## src/rtl/operand_negate_unit_if.sv

```systemverilog
// operand_negate_unit_if: coded-word input and converted-result output handshakes.
// The unit itself connects through the slave modport.
interface operand_negate_unit_if #(
    parameter int W     = 8,
    parameter int OPC_W = 4
);
    logic                   in_valid;
    logic                   in_ready;
    logic [2*W+OPC_W-1:0]   nr_coded;
    logic [1:0]             mode_a;
    logic [1:0]             mode_b;
    logic                   out_valid;
    logic                   out_ready;
    logic [W-1:0]           first_nr;
    logic [W-1:0]           second_nr;
    logic [OPC_W-1:0]       operation;
    logic                   ovf_a;
    logic                   ovf_b;
    modport master (
        output in_valid, nr_coded, mode_a, mode_b, out_ready,
        input  in_ready, out_valid, first_nr, second_nr, operation, ovf_a, ovf_b
    );
    modport slave (
        input  in_valid, nr_coded, mode_a, mode_b, out_ready,
        output in_ready, out_valid, first_nr, second_nr, operation, ovf_a, ovf_b
    );
endinterface

```

## src/rtl/operand_negate_unit.sv

```systemverilog
// operand_negate_unit: chunk-serial pass/negate/abs of two operands with overflow flags.
// OPERAND_NEGATE_SATURATE_EN: overflowing results saturate to the most-positive value.
module operand_negate_unit #(
    parameter int W     = 8,
    parameter int OPC_W = 4,
    parameter int CHUNK = 2
) (
    input  logic                    clk,
    input  logic                    rst,
    operand_negate_unit_if.slave    bus,
    output logic                    busy
);
    localparam int N  = W / CHUNK;
    localparam int CW = (N > 1) ? $clog2(N) : 1;
    localparam logic [CW-1:0] LAST = CW'(N - 1);
    localparam logic [W-1:0]  MIN  = {1'b1, {(W-1){1'b0}}};
`ifdef OPERAND_NEGATE_SATURATE_EN
    localparam logic [W-1:0]  MAX  = {1'b0, {(W-1){1'b1}}};
`endif

    if (W < 2 || (W % CHUNK) != 0) begin : g_bad_param
        $error("operand_negate_unit: W must be >= 2 and a multiple of CHUNK");
    end

    typedef enum logic [1:0] {IDLE, CONV, DONE} state_t;

    state_t            state_q, state_d;
    logic [W-1:0]      a_q, a_d, b_q, b_d;
    logic [OPC_W-1:0]  opc_q, opc_d;
    logic              neg_a_q, neg_a_d, neg_b_q, neg_b_d;
    logic              cy_a_q, cy_a_d, cy_b_q, cy_b_d;
    logic              wov_a_q, wov_a_d, wov_b_q, wov_b_d;
    logic [CW-1:0]     cnt_q, cnt_d;
    logic [W-1:0]      first_q, first_d, second_q, second_d;
    logic [OPC_W-1:0]  op_q, op_d;
    logic              ovf_a_q, ovf_a_d, ovf_b_q, ovf_b_d;
    logic [CHUNK:0]    sum_a, sum_b;
    logic [CHUNK-1:0]  conv_a, conv_b;
    logic [W-1:0]      in_a, in_b, shf_a, shf_b;
    logic              ni_a, ni_b;

    assign in_a = bus.nr_coded[2*W+OPC_W-1 -: W];
    assign in_b = bus.nr_coded[W+OPC_W-1 -: W];
    assign ni_a = (bus.mode_a == 2'b01) | ((bus.mode_a == 2'b10) & in_a[W-1]);
    assign ni_b = (bus.mode_b == 2'b01) | ((bus.mode_b == 2'b10) & in_b[W-1]);

    // Converted LSB chunk enters at the top, so after N shifts the word is back in order.
    assign sum_a  = {1'b0, ~a_q[CHUNK-1:0]} + (CHUNK+1)'(cy_a_q);
    assign sum_b  = {1'b0, ~b_q[CHUNK-1:0]} + (CHUNK+1)'(cy_b_q);
    assign conv_a = neg_a_q ? sum_a[CHUNK-1:0] : a_q[CHUNK-1:0];
    assign conv_b = neg_b_q ? sum_b[CHUNK-1:0] : b_q[CHUNK-1:0];
    assign shf_a  = (a_q >> CHUNK) | (W'(conv_a) << (W - CHUNK));
    assign shf_b  = (b_q >> CHUNK) | (W'(conv_b) << (W - CHUNK));

    always_comb begin
        state_d  = state_q;
        a_d      = a_q;
        b_d      = b_q;
        opc_d    = opc_q;
        neg_a_d  = neg_a_q;
        neg_b_d  = neg_b_q;
        cy_a_d   = cy_a_q;
        cy_b_d   = cy_b_q;
        wov_a_d  = wov_a_q;
        wov_b_d  = wov_b_q;
        cnt_d    = cnt_q;
        first_d  = first_q;
        second_d = second_q;
        op_d     = op_q;
        ovf_a_d  = ovf_a_q;
        ovf_b_d  = ovf_b_q;
        case (state_q)
            IDLE: if (bus.in_valid) begin
                state_d = CONV;
                a_d     = in_a;
                b_d     = in_b;
                opc_d   = bus.nr_coded[OPC_W-1:0];
                neg_a_d = ni_a;
                neg_b_d = ni_b;
                cy_a_d  = 1'b1;
                cy_b_d  = 1'b1;
                wov_a_d = ni_a & (in_a == MIN);
                wov_b_d = ni_b & (in_b == MIN);
                cnt_d   = '0;
            end
            CONV: begin
                a_d    = shf_a;
                b_d    = shf_b;
                cy_a_d = sum_a[CHUNK];
                cy_b_d = sum_b[CHUNK];
                cnt_d  = cnt_q + CW'(1);
                if (cnt_q == LAST) begin
                    state_d  = DONE;
`ifdef OPERAND_NEGATE_SATURATE_EN
                    first_d  = wov_a_q ? MAX : shf_a;
                    second_d = wov_b_q ? MAX : shf_b;
`else
                    first_d  = shf_a;
                    second_d = shf_b;
`endif
                    op_d     = opc_q;
                    ovf_a_d  = wov_a_q;
                    ovf_b_d  = wov_b_q;
                end
            end
            DONE: state_d = bus.out_ready ? IDLE : DONE;
            default: state_d = IDLE;
        endcase
    end

    always_ff @(posedge clk) begin
        if (rst) begin
            state_q  <= IDLE;
            a_q      <= '0;
            b_q      <= '0;
            opc_q    <= '0;
            neg_a_q  <= 1'b0;
            neg_b_q  <= 1'b0;
            cy_a_q   <= 1'b0;
            cy_b_q   <= 1'b0;
            wov_a_q  <= 1'b0;
            wov_b_q  <= 1'b0;
            cnt_q    <= '0;
            first_q  <= '0;
            second_q <= '0;
            op_q     <= '0;
            ovf_a_q  <= 1'b0;
            ovf_b_q  <= 1'b0;
        end else begin
            state_q  <= state_d;
            a_q      <= a_d;
            b_q      <= b_d;
            opc_q    <= opc_d;
            neg_a_q  <= neg_a_d;
            neg_b_q  <= neg_b_d;
            cy_a_q   <= cy_a_d;
            cy_b_q   <= cy_b_d;
            wov_a_q  <= wov_a_d;
            wov_b_q  <= wov_b_d;
            cnt_q    <= cnt_d;
            first_q  <= first_d;
            second_q <= second_d;
            op_q     <= op_d;
            ovf_a_q  <= ovf_a_d;
            ovf_b_q  <= ovf_b_d;
        end
    end

    assign bus.in_ready  = (state_q == IDLE) & ~rst;
    assign bus.out_valid = (state_q == DONE);
    assign bus.first_nr  = first_q;
    assign bus.second_nr = second_q;
    assign bus.operation = op_q;
    assign bus.ovf_a     = ovf_a_q;
    assign bus.ovf_b     = ovf_b_q;
    assign busy          = (state_q != IDLE);
endmodule

```

## src/flat_wrapper.sv

```systemverilog
// flat-port wrapper written by rule: the top's interface ports become plain ports
module operand_negate_unit_flat 
#(
    parameter int W     = 8,
    parameter int OPC_W = 4,
    parameter int CHUNK = 2
)
  (clk, rst, busy, bus_in_valid, bus_nr_coded, bus_mode_a, bus_mode_b, bus_out_ready, bus_in_ready, bus_out_valid, bus_first_nr, bus_second_nr, bus_operation, bus_ovf_a, bus_ovf_b);
  operand_negate_unit_if #(.W(W), .OPC_W(OPC_W)) bus_i ();
  input  logic clk;
  input  logic rst;
  output logic busy;
  input wire logic [$bits(bus_i.in_valid)-1:0] bus_in_valid;
  input wire logic [$bits(bus_i.nr_coded)-1:0] bus_nr_coded;
  input wire logic [$bits(bus_i.mode_a)-1:0] bus_mode_a;
  input wire logic [$bits(bus_i.mode_b)-1:0] bus_mode_b;
  input wire logic [$bits(bus_i.out_ready)-1:0] bus_out_ready;
  output wire logic [$bits(bus_i.in_ready)-1:0] bus_in_ready;
  output wire logic [$bits(bus_i.out_valid)-1:0] bus_out_valid;
  output wire logic [$bits(bus_i.first_nr)-1:0] bus_first_nr;
  output wire logic [$bits(bus_i.second_nr)-1:0] bus_second_nr;
  output wire logic [$bits(bus_i.operation)-1:0] bus_operation;
  output wire logic [$bits(bus_i.ovf_a)-1:0] bus_ovf_a;
  output wire logic [$bits(bus_i.ovf_b)-1:0] bus_ovf_b;
  assign bus_i.in_valid = bus_in_valid;
  assign bus_i.nr_coded = bus_nr_coded;
  assign bus_i.mode_a = bus_mode_a;
  assign bus_i.mode_b = bus_mode_b;
  assign bus_i.out_ready = bus_out_ready;
  assign bus_in_ready = bus_i.in_ready;
  assign bus_out_valid = bus_i.out_valid;
  assign bus_first_nr = bus_i.first_nr;
  assign bus_second_nr = bus_i.second_nr;
  assign bus_operation = bus_i.operation;
  assign bus_ovf_a = bus_i.ovf_a;
  assign bus_ovf_b = bus_i.ovf_b;
  operand_negate_unit #(.W(W), .OPC_W(OPC_W), .CHUNK(CHUNK)) u_core (.clk(clk), .rst(rst), .bus(bus_i), .busy(busy));
endmodule
```

## config.mk

```make
export PLATFORM = sky130hd
export DESIGN_NAME = operand_negate_unit_flat
export DESIGN_NICKNAME = d
export VERILOG_FILES = /design/src/rtl/operand_negate_unit_if.sv /design/src/rtl/operand_negate_unit.sv /design/src/flat_wrapper.sv
export SDC_FILE = /design/constraint.sdc
export NUM_CORES = 1
export LEC_CHECK = 0
export ABC_CLOCK_PERIOD_IN_PS = 1340
export CORE_UTILIZATION = 44
export DETAILED_ROUTE_END_ITERATION = 10
export GPL_ROUTABILITY_DRIVEN = 1
export PLACE_DENSITY = 0.82
export SETUP_SLACK_MARGIN = 0.2
export SYNTH_ARGS = -nofsm -noshare
export SYNTH_HDL_FRONTEND = slang
export SYNTH_SLANG_ARGS = --single-unit
export TNS_END_PERCENT = 50
```

## constraint.sdc

```tcl
create_clock -name clk -period 1.34 [get_ports clk]
set_input_delay 0.268 -clock clk [delete_from_list [all_inputs] [get_ports clk]]
set_output_delay 0.268 -clock clk [all_outputs]
set_load 0.05 [all_outputs]
```

== Word level (Yosys, flattened, before mapping) ==
Cells that the tools add are included.
Storage, ports and cells
  RAM bits: 0
  output and inout bits: 25
  word-level logic and storage cells: 64
  memories kept: 0
  register bits after elaboration: 52
  latch bits: 0
  input port bits: 28
  bits in read-only memories: 0
Operators by class
  div/mod/pow operators: 0
  $mul: 0
  reductions and logical operators: 7
  bitwise operators: 12
  shifts and indexed selects: 0
  multiplexer cells: 15
  equality and inequality tests: 11
  magnitude comparators: 0
  add/sub/neg operators: 3
Operators by type and width (count)
  $pmux 8 s2: 2
  $eq 8x8->1 const B: 2
  $mux 8: 2
  $or 6x8->8: 2
  $mux 2: 6
  $eq 2x2->1 const B: 4
  $reduce_and 2->1: 4
  $add 2x1->3: 2
  $eq 2x1->1 const B: 3
  $pmux 2 s3: 1
  $and 1x1->1: 5
  $not 2->2: 2
  $pmux 1 s2: 2
  $pmux 2 s2: 1
  $reduce_bool 2->1: 2
  $add 2x1->2 const B: 1
  $logic_not 2->1: 1
  $ne 2x1->1 const B: 1
  $ne 2x2->1 const B: 1
  $or 1x1->1: 2
  $mux 1: 1
  $not 1->1: 1

== Logic depth before layout (Yosys ltp) ==
Gate-level depths: netlist of the first run.
  depth in word-level cells: 5
  mapped depth: 6
  gate-level depth less buffers: 6

== Least setup slack after synthesis of the first run ==
OpenSTA, ideal clock, no wires.
  path kind: register -> output
  start: register u_core.state_q[0]
  end: output bus_in_ready
  path buffers: 1
  slack: -0.460 ns
  data arrival time: 1.532 ns
  stages on the path, launching flop included: 4
  cell sequence: dfxtp_1 > buf_6 > or2_2 > nor2_1
On the way
  word-level cells in the longest chain between the ends: 2
RTL lines
  start, declared: line operand_negate_unit.sv:27  | state_t state_q, state_d;
  start signal, assigned: line operand_negate_unit.sv:130  | state_q <= state_d;
  $logic_not 2->1: line operand_negate_unit.sv:149  | assign bus.in_ready = (state_q == IDLE) & ~rst;
  $and 1x1->1: line operand_negate_unit.sv:149
  end, declared: line flat_wrapper.sv:18  | output wire logic [$bits(bus_i.in_ready)-1:0] bus_in_ready;
Every way passes these cells.

== Final worst setup path of the first run ==
  start: register u_core.state_q[1]
  end: register u_core.b_q[1]
On the way
  word-level cells in the longest chain between the ends: 3
  elaborated cells between the ends (all ways): 6
  classes of those cells: 2 x eq/ne; 1 x mux; 3 x reduce/logical
RTL lines
  $eq 2x1->1 or $logic_not 2->1 (tied branches): line operand_negate_unit.sv:72  | case (state_q)
  $reduce_bool 2->1 (no source line) or $ne 2x2->1 (tied branches)
  $reduce_and 2->1 (no source line)
  end signal, assigned: line operand_negate_unit.sv:115  | b_q <= '0;
  end signal, assigned: line operand_negate_unit.sv:132  | b_q <= b_d;
  end, declared: line operand_negate_unit.sv:28  | logic [W-1:0] a_q, a_d, b_q, b_d;
Parallel ways exist; a longest one is shown, timed or not.
A chain may end at the register's enable or synchronous reset.

==> out/results.ini, run 1 <==
[outcome]
status = finished, violations left
violations = setup timing

[power_and_ir_drop]
peakVddDrop_mv = 0.5356
power.total_mw = 3.558
power.density_nw_per_um2 = 879.0
switching_share_pct = 30.61
combinationalPowerShare_pct = 25.2
switchingPower_mw = 1.089
power_frac_clock_pct = 27.0
seqPwrFrac_pct = 47.8
p_int_mw = 2.469
p_leak_nw = 1.542

[routing]
firstDrtPassIters = 5
dr.first_iter.drc_count = 244
vias_per_cell = 6.118
drt-wirelength-per-cell_um = 23.19
dr_total_vias = 2588
wl_mm = 9.808
ant_nets = 0
post-route-drc-count = 0

[finish]
area_growth_pct = 88.52
n_fill_cell = 203
final_nets = 388
n_antenna_cell = 0
layout-drive-gt1-share_pct = 46.07
final_util_pct = 85.70

[clocking]
cts_tree = yes
cts_hold_buf = 0
path_clk_slew_ns = 0.11
clk_latency_ns = 0.33
root_buffer = clkbuf_8
htree_levels = 2
cts_max_path_buffers = 2
cts.sinks = 52
cts_buffers = 5

[yosys]
ys_ff_latch = 52
synth_fp_nets = 293
synth_edf_count = 0
synth_warnings = 0
synth_area_leaders = dfxtp_1, nand2_1, a21oi_1, a31oi_1, mux2i_1
async_reset_ff_share_pct = 0
synth.avg_cell_area_um2 = 8.258
syn-cell-area_um2 = 2147
netlist_instances = 260
synth_area_leader_cell = dfxtp_1
post-synth-top-area-fraction_pct = 48.48
seq_area_frac_synth_pct = 48.48
synth_flop_cell = dfxtp_1
synth.distinct_cells = 31

[setup_path]
worstSetupPathDepth = 8
crit_type = register to register
worstReg2RegStart = u_core.state_q[1]
crit_buf_inv = 5
worstPathCellList = buf_6 -> buf_4 -> buf_6 -> nor3b_4 -> buf_6 -> buf_16 -> nand2_2 -> a31oi_1
crit_top_cell = buf_6
worst_path_max_delay_cell = dfxtp_2
ff2ff_path_depth = 8
end_kind = register
slowest_delay_ns = 0.35
start_kind = register
rrSetupSlack_ns = -0.38
crit_end = u_core.b_q[1]
arrival_ns = 1.95
crit_start = u_core.state_q[1]
timing.rr.end = u_core.b_q[1]
cp_max_fo = 5
worstPathRequired_ns = 1.57
cp_top_family = buffers and inverters

[timing]
max_slew.worst_pin.slew_ns = 0.3542
fin_worst_skew_ns = 0.01793
drv_slew = 0
rsz0062_at_grt = true
finalHoldViolations = 0
max_slew_margin_pct = 75.71
max_freq_mhz = 581.3
postLayoutSetupSlackWorst_ns = -0.3803
period_share_pct = 128.4
fin_crit_ns = 1.720
setup_viol = 54

[global_routing]
met1_usage_pct = 35.70
grt_pass1_wl_mm = 11.44
track_usage_pct = 29.80
grtUsageMet2_pct = 51.99
busiest_layer = met2
antenna_found_initial = 0
grt.overflow.total = 0
grtUsageMet3_pct = 5.345
grt_max_degree = 20
grt_pass1_vias = 2267

[die]
die_y_um = 71.86
start_util_pct = 45.46
dieArea_um2 = 5163
chipWidth_um = 71.86
num_rows = 25
core_area_um2 = 4723
io_pins = 53

[flow_run]
cap_violations = 0

[placement]
dp_hpwl_mm = 4.182
portBuffers = 52
routabilityCongestion = 0.8603

[worst_hold_path]
worst_hold_path.num_cells = 2
hp-class = register to register

==> power by group through the flow <==
stage | sequential, mW | combinational, mW | clock [mW]
global route | 1.70 | 0.926 | 0.995
detailed placement | 1.71 | 0.580 | 0
global placement | 1.71 | 0.561 | 0
CTS | 1.68 | 0.747 | 0.913
floorplan | 1.70 | 0.303 | 0
finish | 1.70 | 0.898 | 0.961
==> metrics by stage <==
stage | std cells | cell area, um2 | worst slack (ns) | TNS [ns] | hold slack, ns
6_report | 423 | 4048 | -0.3803 | -11.38 | 0.4796
5_1_grt | 423 | 4048 | -0.3455 | -12.33 | 0.4918
4_1_cts | 416 | 3684 | -0.1952 | -3.382 | 0.4670
3_5_place_dp | 396 | 3292 | -0.4067 | -9.897 | 0.4534
3_3_place_gp | 396 | 3292 | -0.3923 | -9.567 | 0.4401
2_1_floorplan | 260 | 2235 | 0.005157 | 0 | 0.4040
==> registers in the layout, indices dropped and copies added (netlist names), 2 cells and up <==
signal and flops:
u_core.a_q 8, u_core.bus.second_nr 8, u_core.b_q 8, u_core.state_q 2, u_core.bus.first_nr 8, u_core.opc_q 4, u_core.bus.operation 4, u_core.cnt_q 2
==> cell usage in the layout (no fill, tap or decap), types with 3 or more instances in the layout <==
cell,Yosys,final
nand2_2,0,12
buf_16,0,3
clkdlybuf4s50_1,0,26
dfxtp_1,52,48
a21oi_2,0,19
ha_4,0,4
buf_6,2,17
a21oi_1,28,9
clkbuf_8,0,5
buf_4,0,27
dfxtp_2,0,4
o21ai_0,14,13
nand2_1,75,48
a31oi_1,12,11
mux2i_1,7,5
nand2_4,0,15
inv_1,5,3
buf_12,0,28
nor2_1,10,8
==> cell type report <==
type                            count  area, um2  share of cell area [%]
Timing Repair Buffer              106       1404                   34.68
Clock inverter                      2      16.27                  0.4019
Sequential cell                    52       1046                   25.84
Multi-Input combinational cell    185       1406                   34.75
Inverter                            5      18.77                  0.4637
Tap cell                           67      83.83                   2.071
Clock buffer                        6      72.57                   1.793
==> kinds of logic (layout without fill, tap and decap cells) <==
logic type	Yosys count	count (layout)	synth area share [%]
AO/OA/AOI/OAI	68	68	18.88
buffers and inverters	23	119	5.128
AND/OR/NAND/NOR	105	105	21.33
multiplexers	7	7	3.264
flip-flops	52	52	48.48
adder cells (fa/ha/maj)	5	5	2.914
==> timing repair <==
item | in CTS | in global routing
gates cloned | 4 | 3
setup buffers | 8 | 4
pin swaps | 22 | 30
endpoints found under the hold margin | 0 | 0
resized for setup | 37 | 70
setup endpoints to repair | 57 | 75
==> cell usage after synthesis (all sizes together) (4+ instances only) <==
cell / number
a211oi: 4
a21oi: 28
a2bb2oi: 4
a31oi: 12
buf: 10
clkbuf: 8
dfxtp: 52
ha: 5
inv: 5
mux2i: 7
nand2: 75
nand2b: 4
nor2: 10
o21ai: 14
==> layer usage <==
layer  share of wire [%]  vias up  wire [um]
met2                  48      204       4703
met3                 7.9       70        774
li1                    -     1079          -
met4                 7.0        0        684
met1                  37     1235       3645
met5                   0        -          0
==> worst min path at each step <==
stage | from | endpoint | slack [ns]
floorplan | bus_nr_coded[2] | u_core.opc_q[2] | 0.40
global placement | u_core.opc_q[1] | u_core.bus.operation[1] | 0.44
detailed placement | u_core.opc_q[2] | u_core.bus.operation[2] | 0.45
CTS | u_core.opc_q[2] | u_core.bus.operation[2] | 0.47
global route | u_core.opc_q[2] | u_core.bus.operation[2] | 0.49
finish | u_core.opc_q[3] | u_core.opc_q[3] | 0.48
==> worst min-delay path: cells and delay by family, from the launching register on <==
family / cells / cell delay [ns]
AND/OR/NAND/NOR: 1 / 0.05
flip-flops: 1 / 0.34
AO/OA/AOI/OAI: 1 / 0.05
Power figures use the tool's default switching activity.
==> run 2: changes to the inputs <==
ABC_CLOCK_PERIOD_IN_PS = 1400   (was 1340)
CAP_MARGIN = 10   (was unset)
clock period = 1.4 ns   (was 1.34 ns; I/O delays follow)
==> run 2 against run 1 <==
The run still ends with setup timing left. Total power decreased by 2.4%. Register-to-register slack improved by 0.16 ns. Combinational power decreased by 13%. Die area unchanged. Final area decreased by 6.0%. Final cell count decreased by 3.1%. Clock skew decreased by 0.0089 ns. Via count decreased by 9.5%. Critical path type unchanged.
==> out/results.ini, run 2 (synthesis results as in run 1) <==
[routing]
firstDrtPassIters = 7
dr_total_vias = 2343
vias_per_cell = 5.715
dr.first_iter.drc_count = 176
wl_mm = 7.758
drt-wirelength-per-cell_um = 18.92
ant_nets = 0
post-route-drc-count = 0

[power_and_ir_drop]
seqPwrFrac_pct = 46.8
combinationalPowerShare_pct = 22.4
peakVddDrop_mv = 0.6974
p_int_mw = 2.501
power_frac_clock_pct = 30.8
power.density_nw_per_um2 = 912.6
switchingPower_mw = 0.9716
p_leak_nw = 1.443
switching_share_pct = 27.98

[clocking]
cts_tree = yes
cts.sinks = 52
cts_buffers = 5
root_buffer = clkbuf_8
cts_max_path_buffers = 2
path_clk_slew_ns = 0.10
clk_latency_ns = 0.32
htree_levels = 2

[die]
dieArea_um2 = 5163
core_area_um2 = 4723
num_rows = 25
chipWidth_um = 71.86
io_pins = 53
die_y_um = 71.86
start_util_pct = 45.46

[timing]
period_share_pct = 115.7
fin_crit_ns = 1.620
fin_worst_skew_ns = 0.008997
finalHoldViolations = 0
drv_slew = 0
max_freq_mhz = 617.3
max_slew.worst_pin.slew_ns = 0.4654
postLayoutSetupSlackWorst_ns = -0.2199
setup_viol = 48
holdWs_ns = 0.4823
max_slew_margin_pct = 68.08
rsz0062_at_grt = true

[finish]
n_antenna_cell = 0
layout-drive-gt1-share_pct = 37.61
final_nets = 375
final_common_cell = nand2_1
final_design_area_no_fill_um2 = 3805
area_growth_pct = 77.21
final_util_pct = 80.56
mostFrequentLayoutCells = nand2_1, dfxtp_1, buf_12

[global_routing]
grt.overflow.total = 0
track_usage_pct = 27.68
busiest_layer = met2
grt_pass1_wl_mm = 10.81
antenna_found_initial = 0
grtUsageMet2_pct = 49.90
grtUsageMet3_pct = 5.345
met1_usage_pct = 30.89
grt_pass1_vias = 2307
grt_max_degree = 20

[setup_path]
arrival_ns = 1.87
start_kind = register
crit_buf_inv = 6
worstPathRequired_ns = 1.65
worstPathCellList = buf_6 -> buf_6 -> buf_6 -> nor3b_4 -> buf_6 -> buf_12 -> buf_16 -> nand2_1 -> a31oi_1
end_kind = register
cp_max_fo = 5
slowest_delay_ns = 0.34
worst_path_max_delay_cell = dfxtp_2
crit_top_cell = buf_6
crit_type = register to register
cp_top_family = buffers and inverters

[placement]
portBuffers = 52
dp_hpwl_mm = 4.154
routabilityCongestion = 0.9070
placed_area_um2 = 3207

[flow_run]
cap_violations = 0

[outcome]
violations = setup timing
status = finished, violations left

[worst_hold_path]
hp-class = register to register

-- run 2: cell count changes in the layout (fill, tap and decap cells not counted), sizes merged --
cell and delta:
buf -10, bufinv +1, clkbuf -2, bufbuf -1, clkinvlp -1, inv +1
clkinv -1
-- run 2: worst paths after layout --
| check | start | to | slack, ns | cells past startpoint |
|---|---|---|---|---|
| worst max-delay path | u_core.state_q[1] | u_core.b_q[2] | -0.22 | 9 |
| worst max register to register | u_core.state_q[1] | u_core.b_q[2] | -0.22 | 9 |
| worst min register to register | u_core.opc_q[1] | u_core.opc_q[1] | 0.48 | 2 |
| worst min-delay path | u_core.opc_q[1] | u_core.opc_q[1] | 0.48 | 2 |
-- run 2: cell type report --
cell class / instances / area, um2
Clock buffer: 6 / 72.57
Clock inverter: 2 / 38.79
Fill cell: 260 / 918.4
Inverter: 5 / 18.77
Multi-Input combinational cell: 185 / 1315
Sequential cell: 52 / 1046
Tap cell: 67 / 83.83
Timing Repair Buffer: 93 / 1230
-- run 2: timing repair --
action	4_1_cts	5_1_grt
cloned	3	0
hold buffers	0	0
pin swaps	25	33
buffers inserted	10	1
setup endpoints to repair	53	56
resized for setup	46	37
-- run 2: per-layer routing --
metal	up-vias	part of all wire [%]
met4	0	4.3
li1	1054	-
met3	30	7.1
met2	145	51
met5	-	0
met1	1114	38
-- run 2: worst register-to-register path, delay by kind of cell, from the launching register on --
family	cells	cell delay, ns
DFF	1	0.34
AOI/OAI and AO/OA	1	0.15
buffers and inverters	6	0.73
and+or+nand+nor	2	0.32
-- run 2: stage by stage --
step | setup slack [ns] | std cells | power [mW] | setup TNS, ns
global route | -0.2959 | 410 | 3.562 | -6.735
floorplan | 0.06516 | 260 | 1.915 | 0
finish | -0.2199 | 410 | 3.472 | -4.042
detailed placement | -0.3853 | 388 | 2.165 | -8.701
CTS | -0.1508 | 409 | 3.328 | -1.695
global placement | -0.3617 | 388 | 2.141 | -7.846
-- run 2: power groups by stage --
stage	combinational, mW	clock, mW	sequential [mW]
final	0.779	1.07	1.62
after global routing	0.817	1.12	1.63
after CTS	0.656	1.06	1.61
after detailed placement	0.522	0	1.64
after global placement	0.501	0	1.64
after floorplan	0.290	0	1.63
==> run 3: changes to the inputs <==
RECOVER_POWER = 25   (was unset)
SKIP_CTS_REPAIR_TIMING = 1   (was unset)
==> run 3 against run 2 <==
The flow still finishes with violations (setup timing). Die area unchanged. Total power down 3.1%. Non-clock buffer count down 6. Worst hold slack worse by 0.022 ns. First-iteration DRC count down 26%. Sequential share of layout area up 2.7 points. Register-to-register slack about the same. Critical path depth down 1. Core utilization down 7.3 points. Flip-flop and latch count unchanged. Routed wire length down 13%. Critical path type unchanged. Largest power group unchanged. Highest routed layer unchanged.
==> out/results.ini, run 3 (synthesis results as in run 1) <==
[worst_hold_path]
min_delay_worst_endpoint = u_core.bus.operation[1]
hp-start = u_core.bus.operation[1]
worst_hold_path.num_cells = 2
hp-class = register to register

[clocking]
cts_tree = yes
cts_buffers = 5
cts_max_path_buffers = 2
cts.sinks = 52
root_buffer = clkbuf_8
path_clk_slew_ns = 0.10
htree_levels = 2
clk_latency_ns = 0.31

[global_routing]
grt_pass1_wl_mm = 9.494
grt.overflow.total = 0
antenna_found_initial = 0
track_usage_pct = 23.88
grt_pass1_vias = 2104
grt_max_degree = 20

[power_and_ir_drop]
peakVddDrop_mv = 0.6489
power.density_nw_per_um2 = 971.5
p_leak_nw = 1.340
power.total_mw = 3.363

[placement]
placed_area_um2 = 3207
portBuffers = 52
place_ws_ns = -0.3853
dp.cells = 388
routabilityCongestion = 0.9070
dp_hpwl_mm = 4.154

[routing]
wl_met1_mm = 2.676
wl_met2_mm = 3.419
dr_total_vias = 2190
firstDrtPassIters = 4
wl_met3_um = 421
wl_mm = 6.748
post-route-drc-count = 0
ant_nets = 0
dr.max_layer_used = met4
drt-wirelength-per-cell_um = 16.70
vias_per_cell = 5.421
dr.first_iter.drc_count = 131

[finish]
layout-drive-gt1-share_pct = 32.94
mostFrequentLayoutCells = nand2_1, dfxtp_1, clkdlybuf4s50_1
final_nets = 369
area_growth_pct = 61.25
instances_no_fill = 404
final_design_area_no_fill_um2 = 3462
final_common_cell = nand2_1
n_fill_cell = 307
n_antenna_cell = 0
seq_area_um2 = 1046
multi_input_area_um2 = 1229

[timing]
setup_viol = 26
max_slew_margin_pct = 71.69
max_slew.worst_pin.slew_ns = 0.4208
finalHoldViolations = 0
period_share_pct = 115.9
fin_crit_ns = 1.622
fin_worst_skew_ns = 0.005379
holdWs_ns = 0.4599
max_freq_mhz = 616.5
drv_slew = 0
postLayoutSetupSlackWorst_ns = -0.2220
rsz0062_at_grt = true

[die]
core_area_um2 = 4723
start_util_pct = 45.46
chipWidth_um = 71.86
num_rows = 25
die_y_um = 71.86
io_pins = 53
dieArea_um2 = 5163

[setup_path]
ff2ff_path_depth = 8
worstReg2RegStart = u_core.state_q[1]
end_kind = register
rrSetupSlack_ns = -0.22
start_kind = register
cp_max_fo = 4
worstPathRequired_ns = 1.63
arrival_ns = 1.85
crit_type = register to register
timing.rr.end = u_core.b_q[4]

[flow_run]
cap_violations = 0

[outcome]
violations = setup timing
status = finished, violations left

==> run 3: changes by cell type in the layout (fill, tap and decap cells not counted), moves of 3 or more <==
cell	previous run	this run
clkbuf_2	0	11
o21ai_0	6	11
buf_16	3	0
o21ai_1	6	3
a21oi_2	10	5
buf_12	27	16
buf_6	18	10
a21oi_1	18	23
==> run 3: worst max path at each step <==
stage                                 start        endpoint  cells after the start  slack [ns]
after CTS                 u_core.state_q[0]    bus_in_ready                      4       -0.22
after floorplan           u_core.state_q[0]  u_core.wov_b_q                      5        0.07
after global routing      u_core.state_q[1]   u_core.a_q[2]                      8       -0.27
after detailed placement       bus_in_valid  u_core.neg_b_q                      4       -0.39
final                     u_core.state_q[1]   u_core.b_q[4]                      8       -0.22
after global placement         bus_in_valid  u_core.neg_b_q                      4       -0.36
==> run 3: metrics by stage <==
step | TNS, ns | util [%]
finish | -3.621 | 73.30
floorplan | 0 | -
global route | -5.623 | 73.30
global placement | -7.846 | 67.89
CTS | -0.6834 | 70.25
detailed placement | -8.701 | 67.89
==> run 3: report_power, final <==
group / leakage, nW / switching, mW / internal [mW] / total, mW
Clock: 0.0558 / 0.509 / 0.541 / 1.05
Combinational: 0.858 / 0.334 / 0.362 / 0.696
Sequential: 0.426 / 0.0678 / 1.55 / 1.62
==> run 3: worst max-delay path, stage by stage, from the launching register on <==
cell and delay, ns:
dfxtp_2 0.34, buf_6 0.12, buf_4 0.13, buf_6 0.12, nor3b_4 0.28, buf_6 0.18, clkbuf_16 0.15, nand2_2 0.05
a31oi_1 0.18
==> run 3: final cells by class <==
type	instances	area share, %
Multi-Input combinational cell	185	35.49
Clock buffer	6	2.096
Sequential cell	52	30.21
Timing Repair Buffer	87	28.12
Clock inverter	2	1.120
Tap cell	67	2.421
Inverter	5	0.5421
==> run 3: layer usage <==
| layer | track usage (%) | up-vias |
|---|---|---|
| met5 | 0 | - |
| met2 | 43.08 | 101 |
| met3 | 3.797 | 22 |
| met1 | 28.70 | 1032 |
| met4 | 8.279 | 0 |
| li1 | - | 1035 |
==> RTL edit 1 (config.mk and constraints of run 3) <==
The option `OPERAND_NEGATE_SATURATE_EN` is turned on by a define.
--- a/src/rtl/operand_negate_unit.sv
+++ b/src/rtl/operand_negate_unit.sv
@@ -1,5 +1,7 @@
 // operand_negate_unit: chunk-serial pass/negate/abs of two operands with overflow flags.
 // OPERAND_NEGATE_SATURATE_EN: overflowing results saturate to the most-positive value.
+`define OPERAND_NEGATE_SATURATE_EN
+
 module operand_negate_unit #(
     parameter int W     = 8,
     parameter int OPC_W = 4,
Check against the original RTL: not equivalent (Yosys sat finds a counterexample within 10 cycles, from zero or initial values and one cycle with rst high).
==> RTL edit 1 against run 3 <==
  * Setup slack improved by 0.0040 ns
  * Total power fell by 6.3%
  * Count of clock-buffer cells in the layout is the same
  * Via count is 5.3% higher
  * Final area is 0.36% lower
  * Routed wire length increased by 5.0%
  * Sequential cell count did not move
  * Global-route usage shrank 1.1 points
  * Largest cell class unchanged
  * The flow still finishes with violations (negative setup slack)
  * Cell count is 1.2% higher
  * Critical endpoint is now bus_in_ready
  * Die area grew 1.5%
  * Core utilization is 0.75 points lower
  * Synthesized area grew 1.6%
==> RTL edit 1: results <==
[global_routing]
grt_pass1_wl_mm = 9.09
grt_pass1_vias = 1954

[critical_path]
worst-path-max-fanout = 6
r2r.worst_path.cells = 4
cp_data_arrival_time_ns = 1.34
crit_start = rst

[routing]
post_drt_wl_per_cell_um = 17.3
initialDrtViolationCount = 181

[status]
status = complete, but fails checks
failed_checks = negative setup slack

[finish]
num-multi-input-gates = 189
n_all_buffers = 88
design.seq.count = 52
nFillCells = 318
layout-drive-gt1-share_pct = 34.5
final-clk-cell-share_pct = 2.83
design.final.nets = 374
combined_area_of_the_multi_input_logic_cells_sq_um = 1320

[worst_hold_path]
hold-path-endpoint = u_core.bus.ovf_b

[synth]
synthesis.instances = 266
postSynthNetCount = 299
synth.yosys.seq_area_share_pct = 47.7
synthDistinctLibCells = 33

[power]
power.ir.vdd_worst_v = 0.000576
leakage_nw = 1.33

[placement]
placed_area_sq_um = 3240
post-dp-hpwl_mm = 4.32

[timing]
finalSetupTns_ns = -1.12
setup_slack_after_layout_ns = -0.218
setup_violations = 21
[RTL edit 1: changes by cell type in the layout (fill, tap and decap cells not counted), moves of 4 or more]
cell	delta
nand2_1	-9
nor2_1	+9
nor3_2	+9
a21oi_1	-8
nor3_1	+8
nor3_4	+8
nand2_2	-7
buf_4	+6
a211oi_1	-4
clkbuf_2	+4
nand2_4	-4
o21ai_0	+4
[RTL edit 1: power by group through the flow]
stage | registers [mW] | logic, mW | clock network [mW]
floorplan | 1.63 | 0.281 | 0
global route | 1.64 | 0.647 | 0.979
global placement | 1.64 | 0.492 | 0
finish | 1.63 | 0.612 | 0.905
detailed placement | 1.64 | 0.511 | 0
CTS | 1.61 | 0.516 | 0.899
[RTL edit 1: per-layer routing]
layer | wire (um) | GRT usage (%)
met1 | 2840 | 27.9
met2 | 3700 | 38.9
met3 | 402 | 4.58
met4 | 136 | 9.37
met5 | 0 | 0
[RTL edit 1: critical path, stage by stage]
cell	delay (ns)
clkdlybuf4s50_1	0.57
buf_12	0.22
nor2_4	0.12
buf_12	0.14
==> RTL edit 2 (settings of run 3) <==
Made on the original files. Make the reset (`rst`) asynchronous in one clocked block.
--- a/src/rtl/operand_negate_unit.sv
+++ b/src/rtl/operand_negate_unit.sv
@@ -108,7 +108,7 @@
         endcase
     end
 
-    always_ff @(posedge clk) begin
+    always_ff @(posedge clk or posedge rst) begin
         if (rst) begin
             state_q  <= IDLE;
             a_q      <= '0;
Function: differs if rst is asserted again (counterexample within 4 cycles, from zero or initial values and one cycle with rst high); with rst held inactive, the same outputs for 10 cycles.
==> RTL edit 2 against run 3 <==
  * The run still ends with negative setup slack left
  * Die area rose by 7.8%
  * Final area rose by 10%
  * Setup slack improved by 0.078 ns
  * Fmax rose by 5.0%
  * Core utilization rose by 1.5 points
  * Sequential share of layout area rose by 3.9 points
  * Synthesized cell count fell by 23%
  * Critical path depth fell by 4
  * Routed wire length fell by 3.0%
  * Hold slack improved by 0.064 ns
  * Sequential cell count did not move
  * Synthesized area rose by 8.0%
  * Critical path type is now reg2out
Power is not compared: it rests on default switching activity, and its combinational part moved more than twofold at a synthesized area within 25%.
==> RTL edit 2: results <==
[status]
status = complete, but fails checks
failed_checks = negative setup slack

[timing]
relSlewSlack_pct = 54.3
setup_violations = 32
setup_slack_after_layout_ns = -0.144
worst_clock_skew_ns = 0.00568

[worst_hold_path]
hold_depth = 1
hold-path-endpoint = u_core.cy_a_q

[critical_path]
r2r.worst_path.cells = 6
rr_startpoint = u_core.state_q[0]
crit_slowest_cell = dfrtp_2
rrSetupSlack_ns = -0.12
r2r-end = u_core.a_q[7]
crit_path_max_incr_delay_ns = 0.47

[routing]
initialDrtViolationCount = 142
wl_met2_mm = 3.41
post_drt_wl_per_cell_um = 18.2

[global_routing]
grt_max_degree = 53
gr-usage-all-layers_pct = 21.7
grt_pass1_vias = 1904
groute.layer.met2.usage_pct = 35.9

[power]
power_mw = 9.99

[placement]
dp_slack_ns = -0.262
placed_area_sq_um = 3300
post-dp-hpwl_mm = 3.86

[finish]
layout-drive-gt1-share_pct = 43.9
nFillCells = 292
design.final.nets = 321

[synth]
synthDistinctLibCells = 30
synth_common_cells = 52 x dfrtp_1, 19 x nand2_1, 18 x mux2_2, 18 x o21ai_0, 11 x inv_1
synth.top_cells.by_area = dfrtp_1 56%, mux2_2 8.7%, o21ai_0 3.9%
## RTL edit 2: cell count changes after synthesis, sizes merged, moves of 6 or more
cell,before,now
a21oi,28,10
a31oi,12,0
dfrtp,0,52
dfxtp,52,0
inv,5,11
mux2,0,20
nand2,75,19
nor2,10,4
o22a,0,6
## RTL edit 2: kinds of logic after synthesis
family / after synthesis / synth area share (%)
DFF: 52 / 56.1
muxes: 24 / 11.8
buffers and inverters: 22 / 4.21
AOI/OAI and AO/OA: 47 / 12.8
adders and majority gates: 5 / 2.70
and+or+nand+nor: 48 / 11.7
xor gates and xnor gates: 2 / 0.755
## RTL edit 2: final cells by class
| class | instances | area [sq um] | area share, % |
|---|---|---|---|
| Clock inverter | 3 | 46.3 | 1.21 |
| Inverter | 11 | 42.5 | 1.11 |
| Tap cell | 70 | 87.6 | 2.29 |
| Multi-Input combinational cell | 126 | 1090 | 28.5 |
| Clock buffer | 5 | 68.8 | 1.80 |
| Timing Repair Buffer | 92 | 1180 | 30.9 |
| Sequential cell | 52 | 1300 | 34.1 |
